--- config.mk ---
export PLATFORM = sky130hd
export DESIGN_NAME = move_gen_scheduler
export DESIGN_NICKNAME = d
export VERILOG_FILES = /design/src/rtl/chess_pkg.sv /design/src/rtl/move_gen_scheduler_sq_pick.sv /design/src/rtl/move_gen_scheduler.sv
export SDC_FILE = /design/constraint.sdc
export NUM_CORES = 1
export LEC_CHECK = 0
export ABC_AREA = 1
export BUFFER_PORTS_ARGS = -buffer_cell sky130_fd_sc_hd__buf_2
export CORE_ASPECT_RATIO = 0.7
export CORE_UTILIZATION = 41
export DETAILED_ROUTE_END_ITERATION = 8
export PLACE_DENSITY_LB_ADDON = 0.05
export SYNTH_ARGS = -nofsm -noshare
export SYNTH_HDL_FRONTEND = slang
export SYNTH_SLANG_ARGS = --single-unit
--- constraint.sdc ---
create_clock -name clk -period 4.66 [get_ports clk]
set_clock_uncertainty 0.2 [all_clocks]
set_input_delay 0.699 -clock clk [delete_from_list [all_inputs] [get_ports clk]]
set_output_delay 0.699 -clock clk [all_outputs]
set_load 0.05 [all_outputs]
--- src/rtl/chess_pkg.sv ---
// Shared move-generation types: 19-bit move slot layout, 8-slot FIFO word, scheduler states.
package chess_pkg;

  localparam int unsigned SLOT_W       = 19;
  localparam int unsigned SLOTS        = 8;
  localparam int unsigned WORD_W       = SLOT_W * SLOTS;
  localparam int unsigned FLAG_INVALID = 18;
  localparam int unsigned FROM_LSB     = 6;
  localparam int unsigned TO_LSB       = 0;
  localparam int unsigned FLAG_INV_BIT = 6;

  typedef struct packed {
    logic [6:0] flags;
    logic [5:0] from;
    logic [5:0] to;
  } move_t;

  typedef move_t [SLOTS-1:0] word_t;

  localparam move_t IMOV = '{flags: 7'h40, from: 6'h00, to: 6'h00};

  typedef enum logic [2:0] {
    IDLE,
    RST,
    WAIT,
    SCAN,
    READ,
    LATCH,
    EMIT,
    FIN
  } state_t;

  function automatic logic move_invalid(input move_t m);
    return m.flags[FLAG_INV_BIT];
  endfunction

endpackage

--- src/rtl/move_gen_scheduler_sq_pick.sv ---
// Lowest-set-bit encoder over the per-square request vector.
module sq_pick #(
  parameter int unsigned NSQ   = 64,
  parameter int unsigned IDX_W = $clog2(NSQ)
) (
  input  logic [NSQ-1:0]   req,
  output logic [IDX_W-1:0] idx,
  output logic             any
);

  // Descending scan so the lowest set index wins.
  always_comb begin
    idx = '0;
    any = 1'b0;
    for (int i = int'(NSQ) - 1; i >= 0; i--) begin
      if (req[i]) begin
        idx = IDX_W'(i);
        any = 1'b1;
      end
    end
  end

endmodule

--- src/rtl/move_gen_scheduler.sv ---
// Move-generation pass sequencer: unit reset, wait for done, drain square FIFOs, stream valid moves.
// Optional WAIT watchdog enabled by defining MOVEGEN_WDOG_EN.
module move_gen_scheduler
  import chess_pkg::*;
#(
  parameter int unsigned NSQ         = 64,
  parameter int unsigned RST_CYCLES  = 2,
  parameter int unsigned CNT_W       = 10,
  parameter int unsigned WDOG_CYCLES = 1024
) (
  input  logic                    clk,
  input  logic                    reset,
  input  logic                    start,
  output logic                    unit_reset,
  input  logic [NSQ-1:0]          unit_done,
  input  logic [NSQ-1:0]          fifo_empty,
  output logic [NSQ-1:0]          fifo_rden,
  output logic [$clog2(NSQ)-1:0]  fifo_sel,
  input  logic [WORD_W-1:0]       fifo_q,
  output logic                    mv_valid,
  input  logic                    mv_ready,
  output move_t                   mv_data,
  output logic [CNT_W-1:0]        move_count,
  output logic                    busy,
  output logic                    gen_done,
  output logic                    err_timeout
);

  localparam int unsigned IDX_W  = $clog2(NSQ);
  localparam int unsigned RC_W   = (RST_CYCLES > 1) ? $clog2(RST_CYCLES) : 1;
  localparam int unsigned SI_W   = $clog2(SLOTS);

  state_t            state, state_d;
  logic [RC_W-1:0]   rst_cnt, rst_cnt_d;
  logic [IDX_W-1:0]  ptr, ptr_d, fifo_sel_d, pick_idx;
  logic [SI_W-1:0]   slot, slot_d;
  word_t             word, word_d;
  move_t             cur, mv_data_d;
  logic              mv_valid_d, err_timeout_d, pick_any;
  logic [CNT_W-1:0]  move_count_d;

`ifdef MOVEGEN_WDOG_EN
  localparam int unsigned WD_W = $clog2(WDOG_CYCLES + 1);
  logic [WD_W-1:0]   wdog_cnt, wdog_cnt_d;
`endif

  sq_pick #(.NSQ(NSQ), .IDX_W(IDX_W)) u_pick (
    .req (~fifo_empty),
    .idx (pick_idx),
    .any (pick_any)
  );

  // Next-state and datapath updates.
  always_comb begin
    state_d       = state;
    rst_cnt_d     = rst_cnt;
    ptr_d         = ptr;
    slot_d        = slot;
    word_d        = word;
    fifo_sel_d    = fifo_sel;
    mv_valid_d    = mv_valid;
    mv_data_d     = mv_data;
    move_count_d  = move_count;
    err_timeout_d = err_timeout;
`ifdef MOVEGEN_WDOG_EN
    wdog_cnt_d    = wdog_cnt;
`endif
    cur = word[slot];
    case (state)
      IDLE: begin
        if (start) begin
          state_d       = RST;
          rst_cnt_d     = '0;
          move_count_d  = '0;
          err_timeout_d = 1'b0;
`ifdef MOVEGEN_WDOG_EN
          wdog_cnt_d    = '0;
`endif
        end
      end
      RST: begin
        if (rst_cnt == RC_W'(RST_CYCLES - 1)) state_d = WAIT;
        else rst_cnt_d = rst_cnt + RC_W'(1);
      end
      WAIT: begin
        if (&unit_done) state_d = SCAN;
`ifdef MOVEGEN_WDOG_EN
        else if (wdog_cnt == WD_W'(WDOG_CYCLES - 1)) begin
          state_d       = SCAN;
          err_timeout_d = 1'b1;
        end else wdog_cnt_d = wdog_cnt + WD_W'(1);
`endif
      end
      SCAN: begin
        if (!pick_any) state_d = FIN;
        else begin
          ptr_d      = pick_idx;
          fifo_sel_d = pick_idx;
          state_d    = READ;
        end
      end
      READ:  state_d = LATCH;
      LATCH: begin
        word_d  = word_t'(fifo_q);
        slot_d  = '0;
        state_d = EMIT;
      end
      EMIT: begin
        // A presented move advances only on handshake; invalid slots are skipped unpresented.
        if (mv_valid) begin
          if (mv_ready) begin
            mv_valid_d = 1'b0;
            if (move_count != '1) move_count_d = move_count + CNT_W'(1);
            if (slot == SI_W'(SLOTS - 1)) state_d = SCAN;
            else slot_d = slot + SI_W'(1);
          end
        end else if (move_invalid(cur)) begin
          if (slot == SI_W'(SLOTS - 1)) state_d = SCAN;
          else slot_d = slot + SI_W'(1);
        end else begin
          mv_valid_d = 1'b1;
          mv_data_d  = cur;
        end
      end
      FIN:     state_d = IDLE;
      default: state_d = IDLE;
    endcase
  end

  always_ff @(posedge clk) begin
    if (reset) begin
      state       <= IDLE;
      rst_cnt     <= '0;
      ptr         <= '0;
      slot        <= '0;
      word        <= '0;
      unit_reset  <= 1'b0;
      fifo_rden   <= '0;
      fifo_sel    <= '0;
      mv_valid    <= 1'b0;
      mv_data     <= '0;
      move_count  <= '0;
      busy        <= 1'b0;
      gen_done    <= 1'b0;
      err_timeout <= 1'b0;
`ifdef MOVEGEN_WDOG_EN
      wdog_cnt    <= '0;
`endif
    end else begin
      state       <= state_d;
      rst_cnt     <= rst_cnt_d;
      ptr         <= ptr_d;
      slot        <= slot_d;
      word        <= word_d;
      unit_reset  <= (state_d == RST);
      fifo_rden   <= (state_d == READ) ? (NSQ'(1) << ptr_d) : '0;
      fifo_sel    <= fifo_sel_d;
      mv_valid    <= mv_valid_d;
      mv_data     <= mv_data_d;
      move_count  <= move_count_d;
      busy        <= (state_d != IDLE);
      gen_done    <= (state_d == FIN);
      err_timeout <= err_timeout_d;
`ifdef MOVEGEN_WDOG_EN
      wdog_cnt    <= wdog_cnt_d;
`endif
    end
  end

endmodule

; ---- After elaboration in Yosys (flattened, before gate mapping)
; Cells that the tools add are included.
[op_classes]
addsub = 3
n_lt_le_gt_ge = 1
n_eq_ne = 18
shift = 1
n_mux = 157
bitwise = 4
reduce_logical = 12
[ops]
columns = operator, n
row1 = 2-to-1 mux 6 bit, 66
row2 = 2-to-1 mux 1 bit, 69
row3 = NOT 64 bit, 1
row4 = AND reduction 64 bit, 1
row5 = "<< shifter 1 x 6 -> 64 bit, first input constant", 1
row6 = binary-select mux 19 bit (select 3 bit), 1
row7 = 2-to-1 mux 10 bit, 4
row8 = 2-to-1 mux 3 bit, 11
row9 = one-hot mux 3 bit (8 select lines), 1
row10 = "equality test 3 bit, second input constant", 7
row11 = one-hot mux 10 bit (2 select lines), 1
row12 = 2-to-1 mux 19 bit, 1
row13 = "adder 10 x 1 -> 10 bit, second input constant", 1
row14 = "inequality test 10 bit, second input constant", 1
row15 = "inequality test 2 bit, second input constant", 4
row16 = "equality test 3 x 1 -> 1 bit, second input constant", 2
row17 = "equality test 3 x 2 -> 1 bit, second input constant", 2
row18 = "inequality test 3 bit, second input constant", 2
row19 = one-hot mux 3 bit (2 select lines), 1
row20 = AND reduction 3 bit, 2
row21 = nonzero test 2 bit, 3
row22 = AND reduction 5 bit, 1
row23 = "< comparator 3 x 4 -> 1 bit, second input constant", 1
row24 = AND reduction 2 bit, 2
row25 = 8 further kinds, 10
[word_totals]
regBits = 267
in_bits = 284
elab_cells = 234

; ---- Depth between registers and ports, before layout
; Gate-level depths: netlist of the first run.
[depth]
ltp_word = 70
mapped_depth = 66

; ---- Hierarchy
; From an unflattened synthesis of the first run, not the netlist that was laid out.
[unflattened]
hier_cells = 1737
area_unflattened_um2 = 11896.4
[modules_own_cells]
columns = mod, instances, cells_per_inst, area_each_um2, seq_area_each_um2
row1 = move_gen_scheduler, 1, 1513, 10981.8, 5345.1
row2 = sq_pick, 1, 224, 914.6, 0.0

; ---- Least setup slack after synthesis of the first run
; No wires, ideal clock.
[synth_timing]
path_kind = input to register
start = input port fifo_empty[63]
end = register fifo_rden[11]
setup_ns = 0.076
t_arrival_ns = 3.788
required_ns = 4.384
setup_slack_ns = 0.596
cell_stages = 65
n_path_buf = 0
cell_sequence = inv_1 -> nand2_1 -> nand2_1 -> nand2_1 -> nand2_1 -> nand2_1 -> nand2_1 -> nand2_1 -> nand2_1 -> nand2_1 -> nand2_1 -> nand2_1 -> nand2_1 -> nand2_1 -> nand2_1 -> nand2_1 -> nand2_1 -> nand2_1 -> (+29 left out) -> nand2_1 -> nand2_1 -> nand2_1 -> nand2_1 -> nand2_1 -> nand2_1 -> nand2_1 -> nand2_1 -> nand2_1 -> nand2_1 -> nand2_1 -> nand2_1 -> nand2_1 -> nand2_2 -> nand2_4 -> nand2_4 -> nand4_4 -> nor3_2
[synth_via]
elab_chain_len = 70
[synth_rtl]
columns = element, line
row1 = start: declaration, move_gen_scheduler.sv:16  ; input logic [NSQ-1:0] fifo_empty,
row2 = NOT 64 bit *, move_gen_scheduler.sv:48  ; .req (~fifo_empty),
row3 = 2-to-1 mux 1 bit (64 in a row), move_gen_scheduler_sq_pick.sv:16  ; if (req[i]) begin
row4 = 2-to-1 mux 2 bit, move_gen_scheduler.sv:95  ; if (!pick_any) state_d = FIN;
row5 = one-hot mux 3 bit (8 select lines), move_gen_scheduler.sv:69  ; case (state)
row6 = equality test 3 bit, move_gen_scheduler.sv:156  ; fifo_rden <= (state_d == READ) ? (NSQ'(1) << ptr_d) : '0;
row7 = NOT 1 bit (no line), --
row8 = OR reduction 2 bit (no line), --
row9 = end signal: assignment, move_gen_scheduler.sv:156
row10 = end: declaration, move_gen_scheduler.sv:17  ; output logic [NSQ-1:0] fifo_rden,
; Every way passes the cells marked *; elsewhere a longest branch is shown, timed or not.
; A chain may end at the register's enable or synchronous reset.

; ---- Worst setup path in the final report of the first run
[layout_timing]
start = input port fifo_empty[62]
end = register fifo_rden[18]
[layout_via]
elab_chain_len = 69
[layout_rtl]
columns = element, line
row1 = NOT 64 bit *, move_gen_scheduler.sv:48
row2 = 2-to-1 mux 1 bit (63 in a row), move_gen_scheduler_sq_pick.sv:16
row3 = 2-to-1 mux 2 bit, move_gen_scheduler.sv:95
row4 = one-hot mux 3 bit (8 select lines), move_gen_scheduler.sv:69
row5 = equality test 3 bit, move_gen_scheduler.sv:156
row6 = NOT 1 bit (no line), --
row7 = OR reduction 2 bit (no line), --
; Marks and branches as above.

==> reports/qor.csv, run 1 <==
stage;metric;value;unit
die;core;27100;um^2
logic_synthesis;yosysWarningCount;0;
drt;antenna_left;0;
place;gp_congestion;0.868;
logic_synthesis;synth_top_area_cell;dfxtp_1;
finish;fin_nets;2139;
finish;fin_util;53.5;%
critical_path;worst_path_most_repeated_cell;nand2_1;
drt;vias;11394;
global_route;grt_usage;26.1;%
drt;wl_per_cell;17.2;um
finish;seqCellArea;5350;um^2
critical_path;worstPathArrival;4.36;ns
global_route;grt_pass1_wl;58400;um
finish;multi_input_area;5250;um^2
place;place_area;13600;um^2
critical_path;crit_type;primary input to flip-flop;
cts;cts_buffer_depth;3;
die;die_h;142;um
drt;first_iter_violations;939;
timing;rsz0062_at_grt;true;
die;fp-row-count;50;
logic_synthesis;ys_ff_latch;267;
place;dp_cells;2186;
critical_path;cp_max_fo;5;
critical_path;slowest_stage;nor2_4;
cts;cts_tree;yes;
timing;period_minus_slack;4.08;ns
place;place_ws;0.0275;ns
global_route;grt_pass1_vias;10157;
logic_synthesis;postSynthCellCount;1521;
die;die_area;28600;um^2
critical_path;rr_worst_depth;16;
finish;drive_gt1_share;28.4;%
power_and_ir_drop;power.total;4.80;mW
logic_synthesis;ys_types;38;
power_and_ir_drop;ir_drop;400;uV
drt;post-route-drc-count;0;
power_and_ir_drop;power.leakage;6.21;nW
global_route;grt_max_degree;123;
critical_path;slowest_delay;0.25;ns
timing;clock.fmax;0.245;GHz
finish;area_growth;26.6;%
timing;hold_ws;0.167;ns
critical_path;end_kind;flip-flop;
logic_synthesis;yosysSeqAreaShare;46.7;%
die;start_util;42.2;%
drt;first_pass_iters;5;
finish;stdcell_area;14500;um^2
min_path;worstHoldPathType;primary input to flip-flop;
place;dp_hpwl;27600;um
timing;setup_ws;0.581;ns
finish;fin_cells;2237;
cts;clk_pin_slew_worst_paths;0.06;ns
global_route;antenna_found_initial;6;
place;port_buffers;385;
timing;setup_tns;0;ns
timing;worst_pin_slew;1.05;ns
logic_synthesis;yosysTopAreaCellShare;46.7;%
status;status;completed;
cts;numCtsBuffers;27;
logic_synthesis;synth_area_per_cell;7.52;um^2
min_path;holdPathStages;3;
power_and_ir_drop;p_per_area;331;nW/um^2
drt;vias_per_cell;5.09;
timing;fin_crit_sh;87.5;%
cts;root_buffer;clkbuf_16;
die;io_pins;388;
finish;fillers;2714;
global_route;grt_overflow;0;
die;die_w;202;um
timing;setup_viol;0;
timing;max_slew_margin;29.7;%
logic_synthesis;synth_area;11400;um^2
timing;slew_violations;0;
run;drv_cap;0;
cts;worstSkewPairLatency;0.56;ns
timing;final_hold_viol_count;0;
cts;htreeDepth;1;
critical_path;worst_ep_required_time;4.94;ns
cts;clock_sinks;267;
drt;wirelength;38600;um
logic_synthesis;ys_top_cells_by_area;dfxtp_1 47%, o21ai_0 11%, a21oi_1 8.9%;
critical_path;critPathLaunchType;primary input;
## final timing paths
kind / slack, ns / startpoint / to
max: 0.58 / fifo_empty[62] / fifo_rden[18]
min: 0.17 / fifo_q[139] / word[139]
max reg2reg: 0.94 / slot[1] / fifo_rden[40]
min reg2reg: 0.25 / word[117] / word[117]
## where the power goes
| part | switching (mW) | total [mW] | internal (mW) |
|---|---|---|---|
| clock network | 0.922 | 2.17 | 1.25 |
| logic | 0.185 | 0.319 | 0.134 |
| registers | 0.00830 | 2.31 | 2.30 |
## layout by cell type, fill, tap and decap left out, types with 2 or more instances in the layout
cell type	instances
buf_2	383
dfxtp_1	265
o21ai_0	256
nor2_1	241
a21oi_1	204
nand2_1	129
inv_1	115
nor3_1	34
nor3_2	32
clkbuf_16	27
nand4_1	26
nand3_1	25
buf_4	17
nand3_2	16
inv_2	10
clkbuf_1	9
nand4_4	8
a31oi_1	6
nand2_2	6
nor2_4	5
nor4_1	5
a211oi_1	5
o21ai_1	4
nor2_2	4
clkbuf_8	4
ha_1	3
clkinv_2	3
diode_2	2
o2111ai_1	2
nand2_4	2
nand3_4	2
conb_1	2
bufinv_16	2
dfxtp_2	2
## critical path: cells and delay by family
family | cells | cell delay, ns
buffers and inverters | 1 | 0.10
AND/OR/NAND/NOR | 65 | 3.54
## kinds of logic (layout without fill, tap and decap cells)
group / Yosys count / after routing / share of synthesized area, %
and+or+nand+nor: 537 / 537 / 23.6
DFF: 267 / 267 / 46.7
xor gates and xnor gates: 1 / 1 / 0.0766
buffers and inverters: 228 / 577 / 7.63
other: 1 / 4 / 0.0328
adders and majority gates: 3 / 3 / 0.328
AOI/OAI and AO/OA: 484 / 484 / 21.7
## cell usage after synthesis
| master | number |
|---|---|
| a211oi_1 | 5 |
| a21oi_1 | 204 |
| a221oi_1 | 1 |
| a311o_1 | 1 |
| a31o_1 | 1 |
| a31o_2 | 1 |
| a31oi_1 | 6 |
| a41oi_1 | 1 |
| buf_1 | 7 |
| buf_2 | 2 |
| buf_4 | 4 |
| clkbuf_1 | 88 |
| conb_1 | 1 |
| dfxtp_1 | 267 |
| ha_1 | 3 |
| inv_1 | 118 |
| inv_2 | 9 |
| nand2_1 | 132 |
| nand2_2 | 3 |
| nand2_4 | 2 |
| nand3_1 | 25 |
| nand3_2 | 16 |
| nand3_4 | 2 |
| nand4_1 | 26 |
| nand4_4 | 8 |
| nor2_1 | 246 |
| nor2_4 | 4 |
| nor3_1 | 34 |
| nor3_2 | 32 |
| nor4_1 | 5 |
| nor4b_1 | 1 |
| o2111ai_1 | 2 |
| o211a_1 | 1 |
| o211ai_1 | 1 |
| o21ai_0 | 256 |
| o21ai_1 | 4 |
| or4_1 | 1 |
| xor2_1 | 1 |
## per-layer routing
| metal | GRT usage (%) | wire length [um] |
|---|---|---|
| met1 | 39.5 | 18900 |
| met2 | 38.4 | 16500 |
| met3 | 4.50 | 2530 |
| met4 | 4.94 | 537 |
| met5 | 0 | 15 |
## area by class of cell
cell class                      count  share of cell area [%]
Sequential cell                   267                    36.9
Multi-Input combinational cell   1027                    36.2
Timing Repair Buffer              402                    14.3
Clock buffer                       40                    5.28
Inverter                          127                    3.34
Tap cell                          364                    3.14
Clock inverter                      8                   0.768
Antenna cell                        2                  0.0345
## timing repair
action	in CTS	in global routing
endpoints found under the setup margin	0	61
hold buffers	0	0
hold endpoints to repair	0	0
buffers inserted	0	1
resized for setup	0	11
## sequential cells by signal, summed over array words and instances, names as in the netlist
register    cells
word          152
fifo_rden      64
mv_data        18
move_count     10
fifo_sel        6
ptr             6
slot            3
state           3
busy            1
gen_done        1
mv_valid        1
rst_cnt         1
unit_reset      1
Note: power is estimated with default switching activity, not from simulation.
==> inputs of run 2 (changes only) <==
--- a/config.mk
+++ b/config.mk
@@ -10,6 +10,7 @@
 export CORE_ASPECT_RATIO = 0.7
 export CORE_UTILIZATION = 41
 export DETAILED_ROUTE_END_ITERATION = 8
+export MAX_ROUTING_LAYER = met4
 export PLACE_DENSITY_LB_ADDON = 0.05
 export SYNTH_ARGS = -nofsm -noshare
 export SYNTH_HDL_FRONTEND = slang
==> reports/qor.csv, run 2 (synthesized netlist as in run 1, its figures left out) <==
stage;metric;value;unit
status;status;completed;
timing;setup_viol;0;
critical_path;reg2reg_to;fifo_rden[40];
die;die_w;202;um
critical_path;path_buf_inv;1;
finish;largest_register_ffs;152;
finish;mostFrequentLayoutCells;383 x buf_2, 265 x dfxtp_1, 256 x o21ai_0;
timing;period_minus_slack;4.06;ns
cts;hold_buffers;0;
finish;area_growth;26.7;%
place;place_area;13600;um^2
critical_path;slowest_delay;0.24;ns
cts;numCtsBuffers;27;
die;start_util;42.2;%
drt;first_pass_iters;5;
global_route;grt_usage;26.8;%
finish;multi_input_area;5250;um^2
critical_path;worstPathArrival;4.34;ns
place;gp_congestion;0.885;
power_and_ir_drop;ir_drop;398;uV
global_route;grt_pass1_vias;10185;
run;drv_cap;0;
cts;cts_buffer_depth;3;
timing;hold_ws;0.167;ns
critical_path;cp_max_fo;5;
cts;root_buffer;clkbuf_16;
critical_path;slowest_stage;nor2_4;
min_path;worstHoldPathType;primary input to flip-flop;
timing;slew_violations;0;
finish;fin_cells;2238;
cts;cts_tree;yes;
critical_path;worst_ep_required_time;4.94;ns
power_and_ir_drop;power.leakage;6.21;nW
critical_path;critPathLaunchType;primary input;
critical_path;ff2ff_setup_slack;0.93;ns
global_route;grt_pass1_wl;58300;um
drt;antenna_left;0;
timing;rsz0062_at_grt;true;
critical_path;worst_path_most_repeated_cell;nand2_1;
timing;fin_crit_sh;87.2;%
finish;largestRegisters;word x152, fifo_rden x64, mv_data x18;
finish;seqCellArea;5350;um^2
finish;fin_nets;2139;
cts;clk_pin_slew_worst_paths;0.06;ns
global_route;antenna_found_initial;6;
timing;max_slew_margin;30.4;%
die;die_h;142;um
global_route;grt_overflow;0;
critical_path;endpoint;fifo_rden[18];
die;fp-row-count;50;
critical_path;rr_worst_depth;19;
cts;clock_sinks;267;
power_and_ir_drop;p_per_area;331;nW/um^2
timing;final_hold_viol_count;0;
critical_path;cp_top_family;simple AND/OR/NAND/NOR gates;
critical_path;cp-startpoint;fifo_empty[62];
global_route;grt_max_degree;123;
drt;vias_per_cell;5.11;
die;core;27100;um^2
cts;htreeDepth;1;
finish;drive_gt1_share;28.4;%
drt;wirelength;38400;um
finish;stdcell_area;14500;um^2
drt;first_iter_violations;946;
critical_path;crit_cells;66;
place;dp_cells;2186;
critical_path;end_kind;flip-flop;
die;die_area;28600;um^2
critical_path;crit_type;primary input to flip-flop;
finish;regMostFlops;word;
die;io_pins;388;
place;port_buffers;385;
timing;clock.fmax;0.246;GHz
finish;layout_commonest_cell;buf_2;
critical_path;r2r_start;slot[1];
drt;post-route-drc-count;0;
finish;fillers;2713;
cts;worstSkewPairLatency;0.56;ns
place;dp_hpwl;27600;um
drt;vias;11441;
timing;worst_pin_slew;1.04;ns
drt;wl_per_cell;17.2;um
run 2: cell count changes in the layout (fill, tap and decap cells not counted), sizes merged:
cell,change
diode,+1
run 2: where the power goes:
part / switching [mW] / internal, mW
sequential: 0.00825 / 2.30
clock: 0.922 / 1.25
combinational: 0.185 / 0.134
total: 1.11 / 3.68
run 2: how the worst min path moves through the flow:
stage	slack [ns]	endpoint	startpoint	cells after the start
6_report	0.17	word[61]	fifo_q[61]	3
5_1_grt	0.16	word[88]	fifo_q[88]	3
4_1_cts	0.14	word[139]	fifo_q[139]	3
3_5_place_dp	0.24	word[102]	word[102]	2
3_3_place_gp	0.24	word[117]	word[117]	2
2_1_floorplan	0.23	word[100]	word[100]	2
run 2: cell type report:
cell class | count | share of cell area (%)
diodes | 3 | 0.0518
clock buffers | 40 | 5.27
clock inverters | 8 | 0.768
inverters | 127 | 3.34
multi-input cells | 1027 | 36.2
flip-flops and latches | 267 | 36.9
well taps | 364 | 3.14
repair buffers | 402 | 14.3
run 2: timing repair:
action                                  in CTS  in global routing
setup buffers                                0                  1
resized for setup                            0                 11
endpoints found under the setup margin       0                 61
run 2: worst register-to-register path: cells and delay by family, from the launching register on:
kind,cells,cell delay (ns)
flops,1,0.33
simple gates,11,1.62
buf+inv,3,0.98
compound gates,5,0.56
run 2: routing by layer:
| layer | vias up | global-route usage, % | share of wire, % |
|---|---|---|---|
| met5 | - | - | 0 |
| li1 | 5769 | - | - |
| met1 | 5239 | 39.6 | 50 |
| met2 | 395 | 38.2 | 43 |
| met3 | 38 | 4.36 | 6.2 |
| met4 | 0 | 5.10 | 1.5 |
run 2: through the flow:
| step | util [%] | total power [mW] | TNS [ns] | setup WS, ns |
|---|---|---|---|---|
| final | 53.5 | 4.80 | 0 | 0.597 |
| after CTS | 53.3 | 4.84 | 0 | 0.599 |
| after global placement | 50.1 | 2.67 | 0 | 0.101 |
| after detailed placement | 50.1 | 2.67 | 0 | 0.0275 |
| after floorplan | - | 2.49 | 0 | 0.596 |
| after global routing | 53.5 | 4.99 | -0.331 | -0.0768 |
